<file path="src/rtl/ahb_cfg_master_pkg.sv">
// Types local to the AHB configuration-port initiator.
package ahb_cfg_master_pkg;

  // Data-phase tracking: only direction is needed once the address has been taken.
  typedef struct packed {
    logic valid;
    logic write;
  } dp_t;

  localparam dp_t DP_EMPTY = '{valid: 1'b0, write: 1'b0};

endpackage

</file>
<file path="src/rtl/ahb_enum.sv">
// Shared AHB encoding constants used by every AHB master/slave in the codebase.
package ahb_enum;

  localparam logic [1:0] AHB_TRANS_IDLE   = 2'b00;
  localparam logic [1:0] AHB_TRANS_BUSY   = 2'b01;
  localparam logic [1:0] AHB_TRANS_NONSEQ = 2'b10;
  localparam logic [1:0] AHB_TRANS_SEQ    = 2'b11;

  localparam logic [1:0] AHB_RESP_OKAY    = 2'b00;
  localparam logic [1:0] AHB_RESP_ERROR   = 2'b01;
  localparam logic [1:0] AHB_RESP_RETRY   = 2'b10;
  localparam logic [1:0] AHB_RESP_SPLIT   = 2'b11;

  localparam logic [2:0] AHB_BURST_SINGLE = 3'b000;
  localparam logic [2:0] AHB_SIZE_WORD    = 3'b010;

  localparam logic [3:0] AHB_PROT_DATA_PRIV = 4'b0011;

endpackage

</file>
<file path="src/rtl/ahb_cfg_master.sv">
// Single-transfer AHB initiator: valid/ready command stream in, pipelined NONSEQ/SINGLE
// transfers out, one response per command with read data and error status.
module ahb_cfg_master
  import ahb_enum::*;
  import ahb_cfg_master_pkg::*;
#(
  parameter int unsigned ADDR_WIDTH    = 32,
  parameter int unsigned DATA_WIDTH    = 32,
  parameter int unsigned ERR_CNT_WIDTH = 8
) (
  input  logic                     hclk,
  input  logic                     hresetn,
  input  logic                     req_valid,
  output logic                     req_ready,
  input  logic                     req_write,
  input  logic [ADDR_WIDTH-1:0]    req_addr,
  input  logic [DATA_WIDTH-1:0]    req_wdata,
  output logic                     rsp_valid,
  output logic [DATA_WIDTH-1:0]    rsp_rdata,
  output logic                     rsp_err,
  output logic                     busy,
  output logic [ERR_CNT_WIDTH-1:0] err_cnt,
  output logic                     hsel,
  output logic [ADDR_WIDTH-1:0]    haddr,
  output logic [3:0]               hprot,
  output logic [2:0]               hsize,
  output logic [1:0]               htrans,
  output logic [2:0]               hburst,
  output logic                     hwrite,
  output logic [DATA_WIDTH-1:0]    hwdata,
  input  logic [1:0]               hresp,
  input  logic                     hgrant,
  input  logic                     hready,
  input  logic [DATA_WIDTH-1:0]    hrdata
);

  logic                  ap_valid;
  logic                  ap_write;
  logic [ADDR_WIDTH-1:0] ap_addr;
  logic [DATA_WIDTH-1:0] ap_wdata;
  dp_t                   dp;
  logic                  err_hold;

  logic ap_issue_c;
  logic ap_accept_c;
  logic req_fire_c;
  logic dp_done_c;
  logic resp_err_c;

  // Address phase is driven only when owned and not in the second ERROR cycle.
  assign ap_issue_c  = ap_valid & ~err_hold & hgrant;
  assign ap_accept_c = ap_issue_c & hready;
  assign req_ready   = ~ap_valid | ap_accept_c;
  assign req_fire_c  = req_valid & req_ready;
  assign dp_done_c   = dp.valid & hready;
  assign resp_err_c  = (hresp == AHB_RESP_ERROR);

  assign htrans = ap_issue_c ? AHB_TRANS_NONSEQ : AHB_TRANS_IDLE;
  assign hsel   = ap_issue_c;
  assign haddr  = ap_addr;
  assign hwrite = ap_write;
  assign hprot  = AHB_PROT_DATA_PRIV;
  assign hsize  = AHB_SIZE_WORD;
  assign hburst = AHB_BURST_SINGLE;
  assign busy   = ap_valid | dp.valid | rsp_valid;

  always_ff @(posedge hclk or negedge hresetn) begin
    if (!hresetn) begin
      ap_valid  <= 1'b0;
      ap_write  <= 1'b0;
      ap_addr   <= '0;
      ap_wdata  <= '0;
      dp        <= DP_EMPTY;
      err_hold  <= 1'b0;
      hwdata    <= '0;
      rsp_valid <= 1'b0;
      rsp_rdata <= '0;
      rsp_err   <= 1'b0;
      err_cnt   <= '0;
    end else begin
      // A new command can only land when the slot empties this cycle or was empty.
      if (req_fire_c) begin
        ap_valid <= 1'b1;
        ap_write <= req_write;
        ap_addr  <= req_addr;
        ap_wdata <= req_wdata;
      end else if (ap_accept_c) begin
        ap_valid <= 1'b0;
      end

      if (ap_accept_c) begin
        dp     <= '{valid: 1'b1, write: ap_write};
        hwdata <= ap_wdata;
      end else if (dp_done_c) begin
        dp.valid <= 1'b0;
      end

      // Set in the first ERROR cycle; blocks issue through the second.
      if (dp.valid && resp_err_c && !hready) begin
        err_hold <= 1'b1;
      end else if (hready) begin
        err_hold <= 1'b0;
      end

      rsp_valid <= dp_done_c;
      rsp_rdata <= (dp_done_c && !dp.write) ? hrdata : '0;
      rsp_err   <= dp_done_c & resp_err_c;

      if (dp_done_c && resp_err_c && (err_cnt != '1)) begin
        err_cnt <= err_cnt + ERR_CNT_WIDTH'(1);
      end
    end
  end

endmodule

</file>
<file path="config.mk">
export PLATFORM = sky130hd
export DESIGN_NAME = ahb_cfg_master
export DESIGN_NICKNAME = d
export VERILOG_FILES = /design/src/rtl/ahb_cfg_master_pkg.sv /design/src/rtl/ahb_enum.sv /design/src/rtl/ahb_cfg_master.sv
export SDC_FILE = /design/constraint.sdc
export NUM_CORES = 1
export LEC_CHECK = 0
export CORE_ASPECT_RATIO = 1.75
export CORE_UTILIZATION = 43
export DETAILED_ROUTE_END_ITERATION = 7
export PLACE_DENSITY = 0.91
export SLEW_MARGIN = 0
export SYNTH_ARGS = -nofsm -noshare
export SYNTH_HDL_FRONTEND = slang
export SYNTH_SLANG_ARGS = --single-unit
export TNS_END_PERCENT = 20
</file>
<file path="constraint.sdc">
create_clock -name hclk -period 2.6 [get_ports hclk]
set_clock_uncertainty 0.2 [all_clocks]
set_input_delay 0.52 -clock hclk [delete_from_list [all_inputs] [get_ports hclk]]
set_output_delay 0.52 -clock hclk [all_outputs]
set_load 0.05 [all_outputs]
</file>
==> out/results.ini, run 1 <==
[synthesis]
yosysSeqAreaShare=0.6404
syn_area_sq_mm=0.005588
synthTopCellsByArea=dfrtp_1 (64%), mux2_4 (13%), mux2_2 (10%)
yosysUniqueCellTypes=30
yosysWarningCount=0
synth_top_area_frac=0.6404
synth_top_area_cell=dfrtp_1
synth_cells=339
ys_ff_latch=143
synth_area_per_cell_sq_um=16.48

[drt]
num_vias=3518
vias_per_cell=4.703
wire_per_inst_um=17.40
drtPass1Iterations=4
routed_wl_um=13010
first_iter_violations=100
drc=0
final_antenna_net_count=0

[global_route]
use_met1=0.1995
grt_first_pass_wirelength_um=20670
antenna_found_initial=0
grt-busiest-layer=met2
grt_max_degree=55
met3_usage=0.08017
grtUsageMet2=0.3806
track_usage=0.2068
grt_pass1_vias=4136
overflow=0

[setup_path]
cp_num_buf_inv=1
crit_path_start=err_cnt[2]$_DFFE_PN0P_
worstReg2RegEnd=err_cnt[1]$_DFFE_PN0P_
critPathKind=reg2out
startpoint_type=register
reg2reg_setup_slack_ns=0.61
cp_max_fo=6
required_ns=1.88
worstRegToRegCells=5
crit_family=buffers and inverters
crit_end=err_cnt[2]
worstPathCellList=clkdlybuf4s50_1
crit_cells=1
crit_arrival_ns=1.73
max_stage_delay_ns=0.85
worst_path_max_delay_cell=clkdlybuf4s50_1
endpoint_kind=output port
timing.rr.start=err_cnt[0]$_DFFE_PN0P_

[die]
fp.dieArea_sq_mm=0.01347
die_height_um=152.8
die_w_um=88.17
rows=54
fp.coreArea_sq_mm=0.01257
initial_core_util=0.4446
ios=226

[power_and_ir_drop]
leakage_nw=3.747
power_density_mw_per_mm2=1031
max-vdd-ir-drop_mv=0.6292

[sta]
drv_slew=0
setup_tns_ns=0
worst_slew_pin_slew_ns=0.5710
max_freq_mhz=408.5
finalCritPeriodShare=0.9415
rsz0062_at_grt=no
setup_viol=0
fin_crit_ns=2.448
hold_violations=0
relSlewSlack=0.6181
whs_ns=0.3033

[placement]
gp_congestion=0.7775
placed_area_sq_mm=0.007888
dp_hpwl_um=9514
portBuffers=214

[min_path]
min_path_type=reg2reg

[clocking]
cts_made_buffers=17
cts_tree=yes
clk_path_buf_depth=2
cts_setup_buffers=0
clkTransAtPathRegs_ns=0.06
cts.htree.levels=4
cts_root_buffer=clkbuf_16
clkSinkCount=143
clk_latency_ns=0.40

[cells_and_area]
mostFrequentLayoutCells=clkdlybuf4s50_1 (209), dfrtp_1 (143), mux2_2 (50), mux2_4 (50), and2_1 (32)
area_growth_pct=51.70
diodes=0
final_nets=672
layout_commonest_cell=clkdlybuf4s50_1
drive_gt1_frac=0.2569
final_cell_area_sq_mm=0.008477
final_util=0.6745

[flow_run]
drv_cap=0

[outcome]
status=completed

[metal layers]
metal,up-vias,share of wire
li1,1574,-
met1,1741,0.32
met2,181,0.57
met3,22,0.085
met4,0,0.022
met5,-,0
[flip-flops by register name, summed over array words and instances (netlist names)]
| signal | flops |
|---|---|
| rsp_rdata | 32 |
| rsp_valid | 1 |
| ap_wdata | 32 |
| err_hold | 1 |
| dp | 2 |
| ap_valid | 1 |
| haddr | 32 |
| rsp_err | 1 |
| hwdata | 32 |
| hwrite | 1 |
| err_cnt | 8 |
[Yosys cell counts (all sizes together)]
| library cell | number |
|---|---|
| nand4 | 3 |
| inv | 4 |
| xor2 | 1 |
| nand4b | 2 |
| buf | 22 |
| dfrtp | 143 |
| and2 | 33 |
| a31oi | 2 |
| ha | 1 |
| and4 | 1 |
| nor2 | 4 |
| nand2b | 1 |
| conb | 2 |
| nand2 | 7 |
| or3 | 1 |
| xnor2 | 4 |
| o21ai | 1 |
| nor4b | 1 |
| mux2 | 100 |
| a41oi | 1 |
| clkbuf | 3 |
| and3b | 1 |
| nand3 | 1 |
[cell families after synthesis]
logic type      Yosys count  share of synthesized area
compound gates            4                   0.004701
xor+xnor                  5                   0.007837
flops                   143                     0.6404
simple gates             55                    0.06225
other cells               2                   0.001344
fa+ha+maj                 1                   0.002239
buf+inv                  29                    0.04612
mux                     100                     0.2351
[through the flow]
| stage | std cells | total power [mW] | setup slack [ns] |
|---|---|---|---|
| 2_1_floorplan | 348 | 5.223 | 0.3684 |
| 3_3_place_gp | 715 | 6.343 | 0.1679 |
| 3_5_place_dp | 715 | 6.447 | 0.1030 |
| 4_1_cts | 748 | 8.839 | 0.1167 |
| 5_1_grt | 748 | 9.112 | 0.07661 |
| 6_report | 748 | 8.741 | 0.1522 |
[repair_timing]
item	4_1_cts	5_1_grt
setup endpoints to repair	1	0
hold buffers	1	0
gates resized for setup	1	0
hold endpoints to repair	51	0
[worst reg2reg max path: cells and delay by family, from the launching register on]
| kind | cells | cell delay [ns] |
|---|---|---|
| muxes | 1 | 0.33 |
| DFF | 1 | 0.44 |
| and+or+nand+nor | 1 | 0.24 |
| adders and majority gates | 1 | 0.25 |
| AOI/OAI and AO/OA | 1 | 0.24 |
| buffers and inverters | 1 | 0.19 |
[layout make-up]
type / instances / area [sq um]
fill: 900 / 4090
sequential: 143 / 3578
timing repair buffer: 225 / 2307
multi-input combinational: 176 / 1785
clock buffer: 19 / 452.9
tap: 168 / 210.2
clock inverter: 13 / 127.6
inverter: 4 / 15.01
[worst min-delay path by stage]
stage,start,end,slack (ns),cells after the start
2_1_floorplan,hresetn,ap_valid$_DFFE_PN0P_,0.02,0
3_3_place_gp,ap_wdata[10]$_DFFE_PN0P_,ap_wdata[10]$_DFFE_PN0P_,0.29,1
3_5_place_dp,ap_wdata[7]$_DFFE_PN0P_,hwdata[7]$_DFFE_PN0P_,0.29,1
4_1_cts,hwdata[20]$_DFFE_PN0P_,hwdata[20]$_DFFE_PN0P_,0.31,1
5_1_grt,haddr[7]$_DFFE_PN0P_,haddr[7]$_DFFE_PN0P_,0.32,1
6_report,hwdata[20]$_DFFE_PN0P_,hwdata[20]$_DFFE_PN0P_,0.30,1
[report_power, final]
part	switching, mW	internal, mW
clock network	0.959	1.39
registers	0.317	2.76
logic	1.97	1.35
total	3.25	5.50
No activity file was read; power rests on OpenSTA's default activity.
==> inputs of run 2 (changes only) <==
--- a/config.mk
+++ b/config.mk
@@ -6,6 +6,7 @@
 export NUM_CORES = 1
 export LEC_CHECK = 0
 export CORE_ASPECT_RATIO = 1.75
+export CORE_MARGIN = 5
 export CORE_UTILIZATION = 43
 export DETAILED_ROUTE_END_ITERATION = 7
 export PLACE_DENSITY = 0.91
==> run 2 against run 1 <==
Cell count rose by 0.80%. Global-route usage fell by 1.9 points. Setup slack improved by 0.0095 ns. Worst hold slack got worse by 0.0049 ns. Largest cell class unchanged. Largest power group unchanged.
==> out/results.ini, run 2 (synthesis results as in run 1) <==
[outcome]
status=completed

[sta]
max_freq_mhz=410.1  ; +0.39%
drv_slew=0  ; unchanged
setup_viol=0  ; unchanged
rsz0062_at_grt=no
relSlewSlack=0.6153  ; -0.002876
worst_slew_pin_slew_ns=0.5753  ; +0.004301 ns
setup_tns_ns=0  ; unchanged
finalCritPeriodShare=0.9378  ; -0.003662
hold_violations=0  ; unchanged
fin_crit_ns=2.438  ; -0.009521 ns
whs_ns=0.2984  ; -0.004925 ns

[power_and_ir_drop]
pwr-share-comb=0.368  ; -0.012
swShare=0.3565  ; -0.01480
p_clk_frac=0.291  ; +0.023
leakage_nw=3.803  ; +1.5%
max-vdd-ir-drop_mv=0.6325  ; +0.52%
seqPwrFrac=0.341  ; -0.011
power.switching_mw=3.229  ; -0.51%
cellInternalPower_mw=5.829  ; +6.1%
power_density_mw_per_mm2=1057  ; +2.5%

[global_route]
grt_first_pass_wirelength_um=21940  ; +6.1%
track_usage=0.1876  ; -0.01916
grt_max_degree=50  ; -9.1%
antenna_found_initial=0  ; unchanged
overflow=0  ; unchanged
grt_pass1_vias=4169  ; +0.80%

[cells_and_area]
final_nets=676  ; +0.60%
multi_input_area_sq_mm=0.001785  ; unchanged
n_fill_cell=904  ; +0.44%
ff_latch_area_sq_mm=0.003578  ; unchanged
diodes=0  ; unchanged
final_cell_area_sq_mm=0.008571  ; +1.1%
layout_commonest_cell=clkdlybuf4s50_1
area_growth_pct=53.38
final_util=0.6660  ; -0.008514
mostFrequentLayoutCells=clkdlybuf4s50_1 (209), dfrtp_1 (143), mux2_2 (50), mux2_4 (50), and2_1 (32)
drive_gt1_frac=0.2573  ; +0.0003933

[drt]
vias_per_cell=4.716  ; +0.28%
num_vias=3556  ; +1.1%
final_antenna_net_count=0  ; unchanged
routed_wl_um=13810  ; +6.1%
first_iter_violations=105  ; +5.0%
wire_per_inst_um=18.31  ; +5.2%
drtPass1Iterations=5  ; +1
drc=0  ; unchanged

[setup_path]
crit_path_start=err_cnt[5]$_DFFE_PN0P_
worstPathCellList=clkdlybuf4s50_1
max_stage_delay_ns=0.86  ; about the same
required_ns=1.88  ; about the same
cp_num_buf_inv=1  ; unchanged
crit_arrival_ns=1.72  ; about the same
endpoint_kind=output port
critPathKind=reg2out
startpoint_type=register
worst_path_max_delay_cell=clkdlybuf4s50_1
crit_family=buffers and inverters
cp_max_fo=6  ; unchanged
timing.rr.start=err_cnt[0]$_DFFE_PN0P_

[clocking]
cts.htree.levels=4  ; unchanged
clk_path_buf_depth=2  ; unchanged
cts_root_buffer=clkbuf_16
clkSinkCount=143  ; unchanged
cts_tree=yes
clkTransAtPathRegs_ns=0.06  ; about the same
cts_made_buffers=17  ; unchanged
clk_latency_ns=0.40  ; about the same

[die]
rows=55  ; +1.9%
initial_core_util=0.4342  ; -0.01042
ios=226  ; unchanged
fp.coreArea_sq_mm=0.01287  ; +2.4%
die_w_um=96.17  ; +9.1%
fp.dieArea_sq_mm=0.01546  ; +15%
die_height_um=160.8  ; +5.2%

[placement]
gp_congestion=0.7281  ; -6.4%
placed_area_sq_mm=0.007921  ; +0.43%
dp_hpwl_um=10550  ; +11%
portBuffers=214  ; unchanged

[min_path]
min_from=ap_wdata[20]$_DFFE_PN0P_
min_path_type=reg2reg

[flow_run]
drv_cap=0  ; unchanged

run 2: repair_timing:
item	4_1_cts	5_1_grt
resized for setup	1	0
hold endpoints to repair	42	0
setup buffers	0	0
hold buffers	1	0
endpoints found under the setup margin	1	0
run 2: power groups by stage:
stage,clock [mW],combinational [mW],sequential [mW]
final,2.63,3.34,3.09
after global routing,2.79,3.47,3.16
after CTS,2.69,3.38,3.10
after detailed placement,0,3.36,3.13
after global placement,0,3.30,3.09
after floorplan,0,0.776,4.45
run 2: cell type report:
cell class,count,area share
Inverter,4,0.001752
Clock buffer,19,0.05051
Multi-Input combinational cell,176,0.2083
Sequential cell,143,0.4175
Tap cell,171,0.02496
Timing Repair Buffer,229,0.2727
Clock inverter,12,0.02423
run 2: path summary, 6_finish.rpt:
check | end | slack, ns | cells after the start
min in group asynchronous | haddr[28]$_DFFE_PN0P_ | 0.41 | 2
hold / removal | hwdata[20]$_DFFE_PN0P_ | 0.30 | 1
setup reg to reg | err_cnt[1]$_DFFE_PN0P_ | 0.62 | 5
max in group asynchronous | hwdata[24]$_DFFE_PN0P_ | 1.14 | 3
setup / recovery | err_cnt[5] | 0.16 | 1
hold reg to reg | hwdata[20]$_DFFE_PN0P_ | 0.30 | 1
run 2: layer usage:
metal	track usage	vias to the layer above	wire [um]
met5	0	-	0
met4	0.07448	0	272
met3	0.06842	20	1275
met2	0.3297	169	7656
met1	0.1975	1775	4603
li1	-	1592	-
run 2: through the flow:
stage          worst slack [ns]  power [mW]  instances
2_1_floorplan            0.3684       5.223        348
3_3_place_gp             0.1176       6.383        722
5_1_grt                 0.08086       9.418        754
4_1_cts                  0.1369       9.168        754
6_report                 0.1617       9.058        754
3_5_place_dp            0.03617       6.493        722
